## src/rtl/vga_bar_pkg.sv

```systemverilog
// rtl/vga_bar_pkg.sv - shared timing defaults, colour type and line/frame length helper
package vga_bar_pkg;

    localparam int DEF_H_ACTIVE = 640;
    localparam int DEF_H_FP     = 16;
    localparam int DEF_H_SYNC   = 96;
    localparam int DEF_H_BP     = 48;
    localparam int DEF_V_ACTIVE = 480;
    localparam int DEF_V_FP     = 10;
    localparam int DEF_V_SYNC   = 2;
    localparam int DEF_V_BP     = 33;

    typedef struct packed {
        logic [7:0] r;
        logic [7:0] g;
        logic [7:0] b;
    } rgb_t;

    function automatic int total_len(input int active, input int fp, input int sync, input int bp);
        return active + fp + sync + bp;
    endfunction

endpackage

```

## src/rtl/vga_bar_renderer_if.sv

```systemverilog
// rtl/vga_bar_renderer_if.sv - register write port, pixel enable and VGA output bundle
interface vga_bar_renderer_if #(
    parameter int N_BARS = 15,
    parameter int BAR_W  = 8
) ();
    localparam int AW = (N_BARS > 1) ? $clog2(N_BARS) : 1;

    logic             pix_en;
    logic             wr_en;
    logic [AW-1:0]    wr_addr;
    logic [BAR_W-1:0] wr_data;
    logic [7:0]       vga_r;
    logic [7:0]       vga_g;
    logic [7:0]       vga_b;
    logic             vga_hs;
    logic             vga_vs;
    logic             vga_blank_n;
    logic             vga_sync_n;
    logic             frame_start;

    modport master (
        output pix_en, wr_en, wr_addr, wr_data,
        input  vga_r, vga_g, vga_b, vga_hs, vga_vs, vga_blank_n, vga_sync_n, frame_start
    );

    modport slave (
        input  pix_en, wr_en, wr_addr, wr_data,
        output vga_r, vga_g, vga_b, vga_hs, vga_vs, vga_blank_n, vga_sync_n, frame_start
    );
endinterface

```

## src/rtl/vga_timing_gen.sv

```systemverilog
// rtl/vga_timing_gen.sv - VGA h/v counters with sync, active-area and wrap strobes
module vga_timing_gen import vga_bar_pkg::*; #(
    parameter int H_ACTIVE = DEF_H_ACTIVE,
    parameter int H_FP     = DEF_H_FP,
    parameter int H_SYNC   = DEF_H_SYNC,
    parameter int H_BP     = DEF_H_BP,
    parameter int V_ACTIVE = DEF_V_ACTIVE,
    parameter int V_FP     = DEF_V_FP,
    parameter int V_SYNC   = DEF_V_SYNC,
    parameter int V_BP     = DEF_V_BP,
    parameter bit SYNC_POL = 1'b0,
    parameter int HW       = $clog2(total_len(H_ACTIVE, H_FP, H_SYNC, H_BP)),
    parameter int VW       = $clog2(total_len(V_ACTIVE, V_FP, V_SYNC, V_BP))
) (
    input  logic          clk,
    input  logic          rst,
    input  logic          pix_en,
    output logic [HW-1:0] h,
    output logic [VW-1:0] v,
    output logic          active,
    output logic          hs,
    output logic          vs,
    output logic          line_wrap,
    output logic          frame_wrap
);
    localparam int H_TOTAL  = total_len(H_ACTIVE, H_FP, H_SYNC, H_BP);
    localparam int V_TOTAL  = total_len(V_ACTIVE, V_FP, V_SYNC, V_BP);
    localparam int HS_START = H_ACTIVE + H_FP;
    localparam int HS_END   = HS_START + H_SYNC;
    localparam int VS_START = V_ACTIVE + V_FP;
    localparam int VS_END   = VS_START + V_SYNC;

    // Decode on 32-bit copies so sync windows ending exactly at the total still compare
    always_comb begin
        line_wrap  = pix_en && (32'(h) == H_TOTAL - 1);
        frame_wrap = line_wrap && (32'(v) == V_TOTAL - 1);
        active     = (32'(h) < H_ACTIVE) && (32'(v) < V_ACTIVE);
        hs         = (32'(h) >= HS_START && 32'(h) < HS_END) ? SYNC_POL : ~SYNC_POL;
        vs         = (32'(v) >= VS_START && 32'(v) < VS_END) ? SYNC_POL : ~SYNC_POL;
    end

    always_ff @(posedge clk or posedge rst) begin
        if (rst) begin
            h <= '0;
            v <= '0;
        end else if (pix_en) begin
            if (line_wrap) begin
                h <= '0;
                v <= frame_wrap ? '0 : v + 1'b1;
            end else begin
                h <= h + 1'b1;
            end
        end
    end
endmodule

```

## src/rtl/vga_bar_renderer.sv

```systemverilog
// rtl/vga_bar_renderer.sv - double-buffered horizontal bar graph renderer; PEAK_HOLD_EN adds decaying peak markers
module vga_bar_renderer import vga_bar_pkg::*; #(
    parameter int          N_BARS      = 15,
    parameter int          BAR_W       = 8,
    parameter int          SCALE_SHIFT = 1,
    parameter int          H_ACTIVE    = DEF_H_ACTIVE,
    parameter int          H_FP        = DEF_H_FP,
    parameter int          H_SYNC      = DEF_H_SYNC,
    parameter int          H_BP        = DEF_H_BP,
    parameter int          V_ACTIVE    = DEF_V_ACTIVE,
    parameter int          V_FP        = DEF_V_FP,
    parameter int          V_SYNC      = DEF_V_SYNC,
    parameter int          V_BP        = DEF_V_BP,
    parameter bit          SYNC_POL    = 1'b0,
    parameter logic [23:0] FG_RGB      = 24'hFFFFFF,
    parameter logic [23:0] BG_RGB      = 24'h000000
) (
    input  logic               CLOCK_50,
    input  logic               reset,
    vga_bar_renderer_if.slave  bus
);
    localparam int H_TOTAL = total_len(H_ACTIVE, H_FP, H_SYNC, H_BP);
    localparam int V_TOTAL = total_len(V_ACTIVE, V_FP, V_SYNC, V_BP);
    localparam int HW      = $clog2(H_TOTAL);
    localparam int VW      = $clog2(V_TOTAL);
    localparam int AW      = (N_BARS > 1) ? $clog2(N_BARS) : 1;
    localparam int BW      = $clog2(N_BARS + 1);
    localparam int BAND_H  = V_ACTIVE / N_BARS;
    localparam int RW      = (BAND_H > 1) ? $clog2(BAND_H) : 1;
    localparam int CW      = (BAR_W + SCALE_SHIFT > HW) ? BAR_W + SCALE_SHIFT : HW;

    logic [HW-1:0] h;
    logic [VW-1:0] v;
    logic          active, hs, vs, line_wrap, frame_wrap, swap;

    vga_timing_gen #(
        .H_ACTIVE (H_ACTIVE), .H_FP (H_FP), .H_SYNC (H_SYNC), .H_BP (H_BP),
        .V_ACTIVE (V_ACTIVE), .V_FP (V_FP), .V_SYNC (V_SYNC), .V_BP (V_BP),
        .SYNC_POL (SYNC_POL), .HW (HW), .VW (VW)
    ) u_timing (
        .clk        (CLOCK_50),
        .rst        (reset),
        .pix_en     (bus.pix_en),
        .h          (h),
        .v          (v),
        .active     (active),
        .hs         (hs),
        .vs         (vs),
        .line_wrap  (line_wrap),
        .frame_wrap (frame_wrap)
    );

    // Swap on the step that enters the first blanking line, so a whole frame sees one bank
    assign swap = line_wrap && (32'(v) == V_ACTIVE - 1);

    logic [BAR_W-1:0] shadow [N_BARS];
    logic [BAR_W-1:0] live   [N_BARS];

    always_ff @(posedge CLOCK_50 or posedge reset) begin
        if (reset) begin
            for (int i = 0; i < N_BARS; i++) begin
                shadow[i] <= '0;
                live[i]   <= '0;
            end
        end else begin
            if (bus.wr_en && (32'(bus.wr_addr) < N_BARS))
                shadow[bus.wr_addr] <= bus.wr_data;
            if (swap) begin
                for (int i = 0; i < N_BARS; i++)
                    live[i] <= shadow[i];
            end
        end
    end

    // Band index runs one past the last bar and saturates there for the leftover lines
    logic [RW-1:0] band_row;
    logic [BW-1:0] band;

    always_ff @(posedge CLOCK_50 or posedge reset) begin
        if (reset) begin
            band_row <= '0;
            band     <= '0;
        end else if (line_wrap) begin
            if (frame_wrap) begin
                band_row <= '0;
                band     <= '0;
            end else if (32'(band_row) == BAND_H - 1) begin
                band_row <= '0;
                if (32'(band) != N_BARS)
                    band <= band + 1'b1;
            end else begin
                band_row <= band_row + 1'b1;
            end
        end
    end

    logic             band_valid;
    logic [BAR_W-1:0] bar_val;
    logic [CW-1:0]    h_ext;
    logic [CW-1:0]    bar_len;

    always_comb begin
        band_valid = (32'(band) < N_BARS);
        bar_val    = band_valid ? live[AW'(band)] : '0;
        h_ext      = CW'(h);
        bar_len    = CW'(bar_val) << SCALE_SHIFT;
    end

    logic s1_active, s1_fg, s1_hs, s1_vs;

    always_ff @(posedge CLOCK_50 or posedge reset) begin
        if (reset) begin
            s1_active <= 1'b0;
            s1_fg     <= 1'b0;
            s1_hs     <= ~SYNC_POL;
            s1_vs     <= ~SYNC_POL;
        end else if (bus.pix_en) begin
            s1_active <= active;
            s1_fg     <= band_valid && (h_ext < bar_len);
            s1_hs     <= hs;
            s1_vs     <= vs;
        end
    end

`ifdef PEAK_HOLD_EN
    localparam int PEAK_DECAY = 4;
    localparam int DW         = (PEAK_DECAY > 1) ? $clog2(PEAK_DECAY) : 1;

    logic [BAR_W-1:0] peak [N_BARS];
    logic [DW-1:0]    decay_cnt;
    logic             decay_hit;
    logic             s1_mark;
    logic [BAR_W-1:0] peak_val;
    logic [CW:0]      pk_lo;

    function automatic logic [BAR_W-1:0] peak_next(input logic [BAR_W-1:0] fresh,
                                                   input logic [BAR_W-1:0] held,
                                                   input logic             dec);
        logic [BAR_W-1:0] aged;
        aged = (dec && held != '0) ? held - 1'b1 : held;
        return (fresh > aged) ? fresh : aged;
    endfunction

    always_comb begin
        decay_hit = (32'(decay_cnt) == PEAK_DECAY - 1);
        peak_val  = band_valid ? peak[AW'(band)] : '0;
        pk_lo     = (CW + 1)'(CW'(peak_val) << SCALE_SHIFT);
    end

    always_ff @(posedge CLOCK_50 or posedge reset) begin
        if (reset) begin
            decay_cnt <= '0;
            for (int i = 0; i < N_BARS; i++)
                peak[i] <= '0;
        end else if (swap) begin
            decay_cnt <= decay_hit ? '0 : decay_cnt + 1'b1;
            for (int i = 0; i < N_BARS; i++)
                peak[i] <= peak_next(shadow[i], peak[i], decay_hit);
        end
    end

    // A zero peak draws no marker; otherwise every idle bar would carry a red stub at h=0
    always_ff @(posedge CLOCK_50 or posedge reset) begin
        if (reset)
            s1_mark <= 1'b0;
        else if (bus.pix_en)
            s1_mark <= band_valid && (peak_val != '0) &&
                       ({1'b0, h_ext} >= pk_lo) && ({1'b0, h_ext} < pk_lo + (CW + 1)'(2));
    end
`endif

    rgb_t px;
    rgb_t rgb;
    logic blank_n, hs_q, vs_q, fs_q;

    always_comb begin
        px = rgb_t'(24'h000000);
        if (s1_active) begin
            px = s1_fg ? rgb_t'(FG_RGB) : rgb_t'(BG_RGB);
`ifdef PEAK_HOLD_EN
            if (s1_mark)
                px = rgb_t'(24'hFF0000);
`endif
        end
    end

    always_ff @(posedge CLOCK_50 or posedge reset) begin
        if (reset) begin
            rgb     <= rgb_t'(24'h000000);
            blank_n <= 1'b0;
            hs_q    <= ~SYNC_POL;
            vs_q    <= ~SYNC_POL;
        end else if (bus.pix_en) begin
            rgb     <= px;
            blank_n <= s1_active;
            hs_q    <= s1_hs;
            vs_q    <= s1_vs;
        end
    end

    always_ff @(posedge CLOCK_50 or posedge reset) begin
        if (reset)
            fs_q <= 1'b0;
        else
            fs_q <= swap;
    end

    assign bus.vga_r       = rgb.r;
    assign bus.vga_g       = rgb.g;
    assign bus.vga_b       = rgb.b;
    assign bus.vga_hs      = hs_q;
    assign bus.vga_vs      = vs_q;
    assign bus.vga_blank_n = blank_n;
    assign bus.vga_sync_n  = 1'b1;
    assign bus.frame_start = fs_q;
endmodule

```

## src/flat_wrapper.sv

```systemverilog
// flat-port wrapper written by rule: the top's interface ports become plain ports
module vga_bar_renderer_flat import vga_bar_pkg::*;
#(
    parameter int          N_BARS      = 15,
    parameter int          BAR_W       = 8,
    parameter int          SCALE_SHIFT = 1,
    parameter int          H_ACTIVE    = DEF_H_ACTIVE,
    parameter int          H_FP        = DEF_H_FP,
    parameter int          H_SYNC      = DEF_H_SYNC,
    parameter int          H_BP        = DEF_H_BP,
    parameter int          V_ACTIVE    = DEF_V_ACTIVE,
    parameter int          V_FP        = DEF_V_FP,
    parameter int          V_SYNC      = DEF_V_SYNC,
    parameter int          V_BP        = DEF_V_BP,
    parameter bit          SYNC_POL    = 1'b0,
    parameter logic [23:0] FG_RGB      = 24'hFFFFFF,
    parameter logic [23:0] BG_RGB      = 24'h000000
)
  (CLOCK_50, reset, bus_pix_en, bus_wr_en, bus_wr_addr, bus_wr_data, bus_vga_r, bus_vga_g, bus_vga_b, bus_vga_hs, bus_vga_vs, bus_vga_blank_n, bus_vga_sync_n, bus_frame_start);
  vga_bar_renderer_if #(.N_BARS(N_BARS), .BAR_W(BAR_W)) bus_i ();
  input  logic CLOCK_50;
  input  logic reset;
  input wire logic [$bits(bus_i.pix_en)-1:0] bus_pix_en;
  input wire logic [$bits(bus_i.wr_en)-1:0] bus_wr_en;
  input wire logic [$bits(bus_i.wr_addr)-1:0] bus_wr_addr;
  input wire logic [$bits(bus_i.wr_data)-1:0] bus_wr_data;
  output wire logic [$bits(bus_i.vga_r)-1:0] bus_vga_r;
  output wire logic [$bits(bus_i.vga_g)-1:0] bus_vga_g;
  output wire logic [$bits(bus_i.vga_b)-1:0] bus_vga_b;
  output wire logic [$bits(bus_i.vga_hs)-1:0] bus_vga_hs;
  output wire logic [$bits(bus_i.vga_vs)-1:0] bus_vga_vs;
  output wire logic [$bits(bus_i.vga_blank_n)-1:0] bus_vga_blank_n;
  output wire logic [$bits(bus_i.vga_sync_n)-1:0] bus_vga_sync_n;
  output wire logic [$bits(bus_i.frame_start)-1:0] bus_frame_start;
  assign bus_i.pix_en = bus_pix_en;
  assign bus_i.wr_en = bus_wr_en;
  assign bus_i.wr_addr = bus_wr_addr;
  assign bus_i.wr_data = bus_wr_data;
  assign bus_vga_r = bus_i.vga_r;
  assign bus_vga_g = bus_i.vga_g;
  assign bus_vga_b = bus_i.vga_b;
  assign bus_vga_hs = bus_i.vga_hs;
  assign bus_vga_vs = bus_i.vga_vs;
  assign bus_vga_blank_n = bus_i.vga_blank_n;
  assign bus_vga_sync_n = bus_i.vga_sync_n;
  assign bus_frame_start = bus_i.frame_start;
  vga_bar_renderer #(.N_BARS(N_BARS), .BAR_W(BAR_W), .SCALE_SHIFT(SCALE_SHIFT), .H_ACTIVE(H_ACTIVE), .H_FP(H_FP), .H_SYNC(H_SYNC), .H_BP(H_BP), .V_ACTIVE(V_ACTIVE), .V_FP(V_FP), .V_SYNC(V_SYNC), .V_BP(V_BP), .SYNC_POL(SYNC_POL), .FG_RGB(FG_RGB), .BG_RGB(BG_RGB)) u_core (.CLOCK_50(CLOCK_50), .reset(reset), .bus(bus_i));
endmodule
```

## config.mk

```make
export PLATFORM = sky130hd
export DESIGN_NAME = vga_bar_renderer_flat
export DESIGN_NICKNAME = d
export VERILOG_FILES = /design/src/rtl/vga_bar_pkg.sv /design/src/rtl/vga_bar_renderer_if.sv /design/src/rtl/vga_timing_gen.sv /design/src/rtl/vga_bar_renderer.sv /design/src/flat_wrapper.sv
export SDC_FILE = /design/constraint.sdc
export NUM_CORES = 1
export LEC_CHECK = 0
export ABC_AREA = 1
export CORE_ASPECT_RATIO = 2
export CORE_MARGIN = 2
export CORE_UTILIZATION = 40
export CTS_BUF_LIST = sky130_fd_sc_hd__clkbuf_16
export CTS_CLUSTER_DIAMETER = 120
export DETAILED_ROUTE_END_ITERATION = 16
export HOLD_SLACK_MARGIN = 0.12
export SYNTH_ARGS = -nofsm -noshare
export SYNTH_HDL_FRONTEND = slang
export SYNTH_SLANG_ARGS = --single-unit
```

## constraint.sdc

```tcl
create_clock -name CLOCK_50 -period 9.25 [get_ports CLOCK_50]
set_input_delay 1.3875 -clock CLOCK_50 [delete_from_list [all_inputs] [get_ports CLOCK_50]]
set_output_delay 1.3875 -clock CLOCK_50 [all_outputs]
set_load 0.05 [all_outputs]
```

Yosys cells after proc, flatten, opt, wreduce, memory -nomap -nowiden. Cells that the tools add are included.

$add $sub $neg: 4. $lt $le $gt $ge: 12. Equality and inequality tests: 5. Multiplexer cells: 18. Bitwise gates (word level): 2. Reductions and logical operators: 13.

Operators by type and width (number): bitwise mux 120 bit (1); two-way mux 24 bit (2); binary-select mux 8 bit (select 4 bit) (1); demux 8 bit (select 4 bit) (1); two-way mux 8 bit (4); adder 10 x 1 -> 10 bit (second input constant) (2); == test 10 bit (second input constant) (2); less-than comparator 10 bit (second input constant) (2); less-than comparator 10 x 9 -> 1 bit (second input constant) (2); two-way mux 10 bit (2); two-way mux 4 bit (3); == test 10 x 9 -> 1 bit (second input constant) (1); >= comparator 10 bit (second input constant) (1); >= comparator 10 x 9 -> 1 bit (second input constant) (1); >= comparator 5 bit (second input constant) (2); less-than comparator 10 x 9 -> 1 bit (1); two-way mux 5 bit (2); inverter 4 -> 5 bit (2); logical AND 1 bit (9); less-than comparator 4 bit (second input constant) (2); adder 5 x 1 -> 5 bit (second input constant) (1); == test 5 bit (second input constant) (1); less-than comparator 5 x 1 -> 1 bit (second input constant) (1); adder 4 x 1 -> 4 bit (second input constant) (1); other kinds (5) (7).

Register bits: 301. Input bits: 16. Output and inout port bits: 29. Logic and storage cells: 99.

Longest topological paths before layout. Gate-level depths: netlist of the first run.

Word-level depth: 7. Depth in mapped cells: 17.

Modules after synthesis. Synthesis of the first run repeated with hierarchy kept, for this count alone.

Cell total of the unflattened synthesis: 1454. Area total of the unflattened synthesis: 12484.5 um^2.

Modules (own cells, without submodules): vga_bar_renderer (times used 1, cells each 1274, area each 11165.7 um^2, sequential area each 6461.2 um^2); vga_timing_gen (times used 1, cells each 180, area each 1318.8 um^2, sequential area each 500.5 um^2).

Worst setup path after synthesis of the first run. OpenSTA, ideal clock, no wires.

Path kind: reg-to-output. Start point: register, netlist name u_core.bus.vga_b[6]. End point: output port bus_vga_b[1]. Arrival: 1283 ps. Slack: 6580 ps. Cell stages (with the launch flop): 2. Path buffers: 1. Cell sequence: dfrtp_1 > buf_4.

RTL lines: end, declared (line flat_wrapper.sv:29) `output wire logic [$bits(bus_i.vga_b)-1:0] bus_vga_b;`.

Worst setup path after layout of the first run.
Start point: input port bus_pix_en. End point: register u_core.live[14] (netlist name).

Longest elaborated chain between the ends: 2.

Ends and longest elaborated chain: start, declared (line flat_wrapper.sv:23) `input wire logic [$bits(bus_i.pix_en)-1:0] bus_pix_en;`; logical AND 1 bit (line vga_timing_gen.sv:35) `line_wrap = pix_en && (32'(h) == H_TOTAL - 1);`; logical AND 1 bit (line vga_bar_renderer.sv:54) `assign swap = line_wrap && (32'(v) == V_ACTIVE - 1);`; end signal, assigned by index (line vga_bar_renderer.sv:70) `live[i] <= shadow[i];`; end, declared (line vga_bar_renderer.sv:57) `logic [BAR_W-1:0] live [N_BARS];`.

Every way passes these cells. A chain may end at the register's enable or synchronous reset.

==> results of run 1 <==
==> layer usage <==
metal	routed length (microns)	up-vias	part of all wire (%)	track usage (%)
met2	15600	221	53	34.0
met4	1450	0	4.9	9.63
met5	0	-	0	0
met3	1150	76	3.9	2.17
met1	11500	4315	39	21.3
li1	-	4410	-	-
==> sequential cells by signal, indices dropped and copies added, names as in the netlist, 4 cells and up <==
register,flops
u_core.band,4
u_core.band_row,5
u_core.live,120
u_core.shadow,120
u_core.u_timing.h,10
u_core.u_timing.v,10
==> synthesized netlist by cell type <==
| cell type | instances |
|---|---|
| nand3_2 | 1 |
| nand2_1 | 262 |
| nor4_1 | 4 |
| ha_1 | 14 |
| conb_1 | 1 |
| o21ai_0 | 190 |
| inv_1 | 232 |
| o21bai_1 | 1 |
| nand3b_1 | 2 |
| o22ai_1 | 1 |
| buf_2 | 17 |
| o21ai_1 | 3 |
| nand4_1 | 13 |
| dfstp_2 | 4 |
| nor2_2 | 1 |
| a31oi_1 | 4 |
| dfrtp_1 | 274 |
| o2111ai_1 | 5 |
| a211oi_1 | 1 |
| clkbuf_1 | 40 |
| clkinv_1 | 2 |
| or2_1 | 1 |
| buf_6 | 5 |
| o32a_1 | 1 |
| a21oi_1 | 58 |
| and3_1 | 1 |
| o211ai_1 | 10 |
| buf_1 | 2 |
| a221oi_1 | 5 |
| nor3_1 | 14 |
| a21oi_2 | 1 |
| inv_2 | 2 |
| nor2_1 | 74 |
| nor3b_1 | 1 |
| o221ai_1 | 9 |
| buf_4 | 26 |
| mux2i_1 | 68 |
| nand3_1 | 35 |
| xor2_1 | 8 |
==> report_power, final <==
group | internal [mW] | total [mW] | switching, mW | leakage, nW
logic | 0.0904 | 0.238 | 0.147 | 3.68
registers | 1.35 | 1.44 | 0.0862 | 3.33
clock network | 0.553 | 1.02 | 0.464 | 0.419
total | 1.99 | 2.69 | 0.697 | 7.43
==> stage by stage <==
stage	hold WS [ps]	util (%)	cell area [sq um]	setup slack, ps	total power, mW
after global placement	454	42.3	13100	4960	1.68
after CTS	468	44.9	13900	5440	2.72
final	462	44.9	13900	5430	2.69
after floorplan	448	-	12500	204	1.62
after detailed placement	457	42.3	13100	4870	1.70
after global routing	487	44.9	13900	5180	2.82
==> layout by cell type, fill, tap and decap left out, drive strengths merged, types with 2 or more instances in the layout <==
cell type / count
nand3: 36
nand3b: 2
nand4: 13
o2111ai: 5
clkdlybuf4s50: 43
nor4: 4
a21oi: 59
a221oi: 5
nor2: 75
o221ai: 9
nor3: 14
ha: 14
nand2: 262
mux2i: 68
buf: 12
o211ai: 10
dfrtp: 274
o21ai: 193
clkbuf: 27
clkinv: 11
inv: 243
a31oi: 4
xor2: 8
dfstp: 4
==> final cells by class <==
cell class / count / share of cell area (%)
timing repair buffer: 55 / 3.76
multi-input combinational: 789 / 30.1
clock buffer: 27 / 4.88
sequential: 278 / 50.3
tap: 418 / 3.78
clock inverter: 19 / 0.795
inverter: 236 / 6.45
==> kinds of logic (layout without fill, tap and decap cells) <==
group / count (synthesis) / in the layout
AOI/OAI and AO/OA: 289 / 289
DFF: 278 / 278
xor gates and xnor gates: 8 / 8
buffers and inverters: 326 / 337
other: 1 / 1
adders and majority gates: 14 / 14
muxes: 68 / 68
and+or+nand+nor: 409 / 409
==> worst min-delay path by stage <==
stage / cells after the start / slack, ps / startpoint / endpoint
detailed placement: 2 / 460 / u_core.bus.vga_vs$_DFFE_PP1P_ / u_core.bus.vga_vs$_DFFE_PP1P_
global route: 2 / 490 / u_core.bus.vga_vs$_DFFE_PP1P_ / u_core.bus.vga_vs$_DFFE_PP1P_
global placement: 2 / 450 / u_core.bus.vga_vs$_DFFE_PP1P_ / u_core.bus.vga_vs$_DFFE_PP1P_
finish: 2 / 460 / u_core.bus.vga_vs$_DFFE_PP1P_ / u_core.bus.vga_vs$_DFFE_PP1P_
floorplan: 2 / 450 / u_core.shadow[104]$_DFFE_PP0P_ / u_core.shadow[104]$_DFFE_PP0P_
CTS: 2 / 470 / u_core.bus.vga_vs$_DFFE_PP1P_ / u_core.bus.vga_vs$_DFFE_PP1P_
==> worst min-delay path, delay by kind of cell, from the launching register on <==
kind	cells	cell delay (ps)
DFF	1	370
and+or+nand+nor	2	90
==> flow_summary.ini, run 1 <==
[detailed_routing]
wl_mm = 29.7
vias_per_cell = 4.95
first_pass_iters = 5
antenna_left = 0
post_drt_wl_per_cell_microns = 16.3
initialDrtViolationCount = 619
drc = 0
via_count = 9022

[pwr]
power.density_nw_per_um2 = 194
peakVddDrop_uv = 116
leakage_nw = 7.43

[setup_path]
rr_endpoint = u_core.s1_fg$_DFFE_PP0P_
worstSetupPathDepth = 9
crit_path_end = u_core.live[14]$_DFFE_PP0P_
worst-path-buf-inv = 4
cp_max_fo = 86
cp_slowest_stage_delay_ps = 840
critPathArrivalTime_ps = 4250
worstRegToRegCells = 16
crit_family = buffers and inverters
r2r_slack_ps = 5640
cp-startpoint = bus_pix_en
path_class = input pin to flip-flop
cp_slowest_cell = buf_4
crit_path_end_kind = flip-flop
startpoint_type = input pin
rr_startpoint = u_core.band[1]$_DFFE_PP0P_
crit_chain = clkdlybuf4s50_1 > nand3_1 > nor3_1 > nand2_1 > inv_2 > nand3b_1 > buf_4 > mux2i_1 > inv_1
worstPathRequired_ps = 9680

[sta]
period_needed_ps = 3820
setup_viol = 0
grt_setup_unrepaired = false
period_share_pct = 41.3
report.final.slew_viol_count = 0
relSlewSlack_pct = 17.1
worst_slew_pin_slew_ps = 1240
finalHoldViolCount = 0
tns_ps = 0
skew_ps = 9.78
fmax_mhz = 262

[yosys]
syn_nets = 1423
yosys_warnings = 0
ys_seq_area_share_pct = 55.7
yosys.area.top_type = dfrtp_1
synth_xor_area_share_pct = 0.561
yosys.area_share.adder_pct = 1.40
synth_cell_types = 39
muxShareOfSynthArea_pct = 5.45
synth_cells = 1393
ys_ff_latch = 278
synthSimpleGateAreaFrac_pct = 13.3
yosys-top-cells-area = dfrtp_1 55%, nand2_1 7.9%, o21ai_0 7.6%, inv_1 7.0%, mux2i_1 5.4%
synth_top_family_by_area = simple AND/OR/NAND/NOR gates
yosys.area.top_type_share_pct = 54.9
synth_compound_area_share_pct = 12.5
syn_area_per_cell_sq_um = 8.97
synth_area_sq_um = 12500

[floorplanning]
start_util_pct = 40.5
rows = 91
die_w_microns = 129
fp.dieH_microns = 254
die_area_sq_um = 32800
core_sq_um = 30900
io_pins = 45

[run_status]
status = completed

[cts]
htreeDepth = 1
clk_latency_ps = 540
ctsResizeCount = 0
path_clk_slew_ps = 60
cts_setup_buffers = 0
clockBufferDepth = 3
cts_hold_buf = 0
cts_buffers = 26
cts_root_buf = clkbuf_16
clock_sinks = 278
tritoncts = built

[finish]
final_cells = 1822
drive_above_1_share_pct = 4.06
fillers = 3011
antenna_cells = 0
area_growth_pct = 10.8
final_nets = 1416
register_area_sq_um = 6960
multi_input_area_sq_um = 4170

[place]
hpwl_mm = 19.4
gp_congestion = 0.807
port_buffers = 43
dp.cells = 1776

[global_routing]
grt_pass1_wl_mm = 47.4
grt_pass1_vias = 8927
track_usage_pct = 18.7
grt_max_degree = 139
grt.overflow.total = 0
antenna_found_initial = 0

[run]
drv_cap = 0

[worst_hold_path]
hp-class = flip-flop to flip-flop
Note: power is estimated with default switching activity, not from simulation.
==> inputs of run 2 (changes only) <==
clock period = 3.7 ns   (was 9.25 ns; I/O delays follow)
==> run 2 against run 1 <==
Effect of this change: die area did not move; worst setup slack got worse by 4700 ps; hold slack worse by 7.3 ps; non-clock buffer count increased by 12; via count grew 0.89%; first-iteration DRC count shrank 5.8%; register-to-register slack got worse by 4900 ps; total power rose to 2.5 times the previous value; flip-flop and latch count did not move; critical path type is now flip-flop to flip-flop.
==> flow_summary.ini, run 2 (synthesized netlist as in run 1, its figures left out) <==
[global_routing]
antenna_found_initial = 0
grt_use_met3_pct = 1.66
grt.overflow.total = 0
track_usage_pct = 20.1
use_met1_pct = 22.5
grt_pass1_wl_mm = 50.6
grt_pass1_vias = 9051
grt.busiest_layer = met2
met2_usage_pct = 37.3
grt_max_degree = 173

[setup_path]
cp_slowest_stage_delay_ps = 530
cp_slowest_cell = o21ai_0
rr_endpoint = u_core.s1_fg$_DFFE_PP0P_
cp_max_fo = 38
startpoint_type = flip-flop
critPathArrivalTime_ps = 3430
rr_startpoint = u_core.band[0]$_DFFE_PP0P_
worstRegToRegCells = 15
crit_path_end_kind = flip-flop
path_class = flip-flop to flip-flop
worstPathRequired_ps = 4180
r2r_slack_ps = 750
crit_chain = clkinv_1 > buf_4 > o21ai_0 > o221ai_1 > o21ai_0 > nand2_1 > inv_1 > ha_1 > a21oi_1 > nor3_1 > a211oi_1 > nand2_1 > nand2_1 > nand2_1 > nand2_1
crit_top_cell = nand2_1

[finish]
area_growth_pct = 12.0
final_cells = 1831
reg_top3 = u_core.live (120), u_core.shadow (120)
most-common-layout-cells = 274 x dfrtp_1, 262 x nand2_1, 234 x inv_1
final_nets = 1428
drive_above_1_share_pct = 4.95
antenna_cells = 0
final_common_cell = dfrtp_1

[detailed_routing]
post_drt_wl_per_cell_microns = 17.2
first_pass_iters = 7
initialDrtViolationCount = 583
drc = 0
vias_per_cell = 4.97
antenna_left = 0
wl_mm = 31.5
via_count = 9102

[sta]
worst_slew_pin_slew_ps = 1040
tns_ps = 0
report.final.slew_viol_count = 0
layout_setup_ws_ps = 749
period_share_pct = 79.7
grt_setup_unrepaired = false
fmax_mhz = 339
skew_ps = 9.08
finalHoldViolCount = 0
setup_viol = 0
period_needed_ps = 2950
relSlewSlack_pct = 30.6

[place]
port_buffers = 43
hpwl_mm = 21.8
pre_cts_ws_ps = 762
gp_congestion = 0.854
dp.cells = 1788

[run]
drv_cap = 0

[cts]
htreeDepth = 1
cts_setup_buffers = 0
clockBufferDepth = 3
cts_buffers = 26
tritoncts = built
cts_root_buf = clkbuf_16
clk_latency_ps = 540
path_clk_slew_ps = 70
clock_sinks = 278
cts_hold_buf = 0
ctsResizeCount = 0

[worst_hold_path]
hp-class = input pin to asynchronous set/reset pin

[floorplanning]
die_w_microns = 129
core_sq_um = 30900
start_util_pct = 40.5
rows = 91
die_area_sq_um = 32800
io_pins = 45
fp.dieH_microns = 254

[pwr]
leakage_nw = 7.49
peakVddDrop_uv = 332
power.density_nw_per_um2 = 486

[run_status]
status = completed
[run 2: changes by cell type in the layout (fill, tap and decap cells not counted)]
cell / before / now
clkinv_2: 4 / 3
buf_12: 0 / 4
clkinvlp_4: 0 / 1
inv_1: 239 / 234
bufinv_16: 1 / 2
clkinv_1: 7 / 8
buf_4: 12 / 20
clkinv_4: 0 / 2
inv_8: 2 / 0
[run 2: how the worst max path moves through the flow]
stage                                      end                  startpoint  slack [ps]
floorplan           u_core.band[0]$_DFFE_PP0P_                       reset        -530
global placement      u_core.s1_fg$_DFFE_PP0P_  u_core.band[0]$_DFFE_PP0P_         780
detailed placement    u_core.s1_fg$_DFFE_PP0P_  u_core.band[0]$_DFFE_PP0P_         760
CTS                   u_core.s1_fg$_DFFE_PP0P_  u_core.band[0]$_DFFE_PP0P_         730
global route          u_core.s1_fg$_DFFE_PP0P_  u_core.band[0]$_DFFE_PP0P_         390
finish                u_core.s1_fg$_DFFE_PP0P_  u_core.band[0]$_DFFE_PP0P_         750
[run 2: metal layers]
layer / wire length, microns / up-vias / part of all wire, %
met4: 1830 / 0 / 5.8
li1: - / 4439 / -
met2: 16800 / 194 / 53
met1: 11900 / 4389 / 38
met3: 915 / 80 / 2.9
met5: 0 / - / 0
[run 2: stage by stage]
stage	cell area (sq um)	hold WS (ps)	total power, mW	util (%)
2_1_floorplan	12500	448	4.05	-
3_5_place_dp	13200	459	4.27	42.8
6_report	14000	455	6.80	45.4
5_1_grt	14000	487	7.13	45.4
3_3_place_gp	13200	449	4.23	42.8
4_1_cts	14000	459	6.88	45.4
[run 2: power breakdown]
part | leakage (nW) | internal (mW) | total, mW | switching [mW]
sequential | 3.33 | 3.37 | 3.60 | 0.224
clock | 0.406 | 1.45 | 2.59 | 1.14
combinational | 3.75 | 0.236 | 0.612 | 0.376
[run 2: worst max-delay path, delay by kind of cell (launching register included)]
kind                     cells  cell delay (ps)
flip-flops                   1              520
adder cells (fa/ha/maj)      1              220
buffers and inverters        3              480
AND/OR/NAND/NOR              6              380
AO/OA/AOI/OAI                5             1270
[run 2: area by class of cell]
cell class / count / area, sq um
clock buffer: 27 / 676
clock inverter: 16 / 126
fill: 2999 / 16900
inverter: 236 / 890
multi-input combinational: 789 / 4170
sequential: 278 / 6960
tap: 418 / 523
timing repair buffer: 67 / 661
==> inputs of run 3 (changes only) <==
clock period = 2.4 ns   (was 3.7 ns; I/O delays follow)
==> run 3 against run 2 <==
Effect of this change: clock skew grew 1.9 ps; critical path depth did not move; sequential share of layout area shrank 2.0 points; critical path type unchanged; maximum frequency increased by 29%; wire length is 1.5% higher; register-to-register slack worse by 640 ps; clock power increased by 49%; clock-buffer cell count is 2 lower; combinational power up 65%; critical endpoint unchanged.
==> flow_summary.ini, run 3 (synthesized netlist as in run 1, its figures left out) <==
[sta]
skew_ps = 11.0
relSlewSlack_pct = 49.0
worst_slew_pin_slew_ps = 764
period_share_pct = 95.3
setup_viol = 0
grt_setup_unrepaired = true
fmax_mhz = 437
report.final.slew_viol_count = 0
period_needed_ps = 2290
tns_ps = 0
finalHoldViolCount = 0

[pwr]
leakage_nw = 7.93
power.density_nw_per_um2 = 714
peakVddDrop_uv = 501

[run]
drv_cap = 0

[finish]
drive_above_1_share_pct = 10.0
fillers = 2945
most-common-layout-cells = 272 x dfrtp_1, 260 x nand2_1, 228 x inv_1
register_area_sq_um = 6960
multi_input_area_sq_um = 4290
area_growth_pct = 16.9
final_nets = 1478
reg_top3 = u_core.live (120), u_core.shadow (120)
finalInstanceArea_sq_um = 14600
antenna_cells = 0
final_common_cell = dfrtp_1

[floorplanning]
die_w_microns = 129
io_pins = 45
fp.dieH_microns = 254
die_area_sq_um = 32800
start_util_pct = 40.5
core_sq_um = 30900
rows = 91

[setup_path]
worstSetupPathDepth = 15
cp-startpoint = u_core.band[0]$_DFFE_PP0P_
cp_slowest_cell = dfrtp_2
r2r_slack_ps = 110
cp_slowest_stage_delay_ps = 440
worst-path-buf-inv = 4
worstPathRequired_ps = 2870
crit_chain = clkinv_4 > buf_12 > o21ai_0 > o2111ai_2 > o211ai_1 > nand2_1 > inv_2 > ha_4 > inv_2 > nor3_2 > a211oi_2 > nand2_1 > nand2_1 > nand2_1 > nand2_1
crit_path_end_kind = flip-flop
cp_max_fo = 17
worstRegToRegCells = 15
crit_path_end = u_core.s1_fg$_DFFE_PP0P_
crit_family = compound AO/OA/AOI/OAI gates
path_class = flip-flop to flip-flop
rr_startpoint = u_core.band[0]$_DFFE_PP0P_
critPathArrivalTime_ps = 2760
startpoint_type = flip-flop
rr_endpoint = u_core.s1_fg$_DFFE_PP0P_
crit_top_cell = nand2_1

[place]
hpwl_mm = 22.6
gp_congestion = 0.928
post_dp_cell_area_sq_um = 13700
port_buffers = 43

[detailed_routing]
initialDrtViolationCount = 585
via_count = 9281
first_pass_iters = 5
drc = 0
antenna_left = 0
wl_mm = 32.0
post_drt_wl_per_cell_microns = 17.0
vias_per_cell = 4.93

[cts]
htreeDepth = 1
cts_buffers = 25
cts_root_buf = clkbuf_16
tritoncts = built
path_clk_slew_ps = 70
clk_latency_ps = 530
clock_sinks = 278
cts_hold_buf = 0
clockBufferDepth = 3

[global_routing]
track_usage_pct = 20.3
grt_pass1_wl_mm = 51.6
grt.overflow.total = 0
antenna_found_initial = 0
grt_max_degree = 115
grt_pass1_vias = 9300

[worst_hold_path]
hp-class = input pin to asynchronous set/reset pin

[run_status]
status = completed
## run 3: cell count changes in the layout (fill, tap and decap cells not counted), moves of 4 or more
| cell | previous run | this run |
|---|---|---|
| buf_4 | 20 | 55 |
| clkdlybuf4s50_1 | 43 | 19 |
| dlygate4sd2_1 | 0 | 24 |
| o21ai_0 | 190 | 177 |
| o21ai_1 | 3 | 16 |
| buf_12 | 4 | 13 |
| inv_1 | 234 | 228 |
| inv_2 | 2 | 8 |
| buf_6 | 0 | 5 |
| ha_1 | 14 | 10 |
| ha_4 | 0 | 4 |
## run 3: cell type report
type / count / area share [%]
clock buffer: 25 / 4.28
sequential: 278 / 47.7
tap: 418 / 3.58
timing repair buffer: 118 / 8.01
inverter: 236 / 6.14
multi-input combinational: 789 / 29.3
clock inverter: 20 / 0.968
## run 3: how the worst min path moves through the flow
stage / start / end / cells past startpoint
floorplan: u_core.shadow[104]$_DFFE_PP0P_ / u_core.shadow[104]$_DFFE_PP0P_ / 2
finish: reset / u_core.shadow[75]$_DFFE_PP0P_ / 3
global route: reset / u_core.shadow[75]$_DFFE_PP0P_ / 3
CTS: reset / u_core.shadow[75]$_DFFE_PP0P_ / 3
detailed placement: u_core.s1_hs$_DFFE_PP1P_ / u_core.bus.vga_hs$_DFFE_PP1P_ / 2
global placement: u_core.s1_hs$_DFFE_PP1P_ / u_core.bus.vga_hs$_DFFE_PP1P_ / 2
## run 3: per-stage QoR
step / hold slack (ps) / power, mW / setup slack (ps) / std cells / utilization (%)
after floorplan: 448 / 6.25 / -1640 / 1393 / -
after global placement: 454 / 6.52 / 99.0 / 1834 / 44.3
after detailed placement: 460 / 6.58 / 45.4 / 1834 / 44.3
after CTS: 410 / 10.5 / 21.2 / 1879 / 46.7
after global routing: 421 / 10.9 / -109 / 1884 / 47.3
final: 366 / 10.4 / 113 / 1884 / 47.3
## run 3: what timing repair did
item	4_1_cts	5_1_grt
endpoints found under the setup margin	24	1
cloned	0	1
gates resized for setup	24	53
pin swaps	0	21
buffers inserted	0	4
## run 3: power breakdown
part	internal [mW]	switching, mW	total, mW
Sequential	5.20	0.349	5.55
Combinational	0.408	0.604	1.01
Clock	2.11	1.76	3.87
Total	7.72	2.71	10.4
## run 3: layer usage
metal,track usage [%],up-vias,wire length (microns)
li1,-,4524,-
met1,23.7,4515,12600
met2,38.4,184,17300
met3,1.64,58,886
met4,7.45,0,1200
met5,0,-,0
## run 3: worst min-delay path: stages
cell	delay, ps
clkdlybuf4s50_1	450
clkinvlp_4	170
buf_12	320
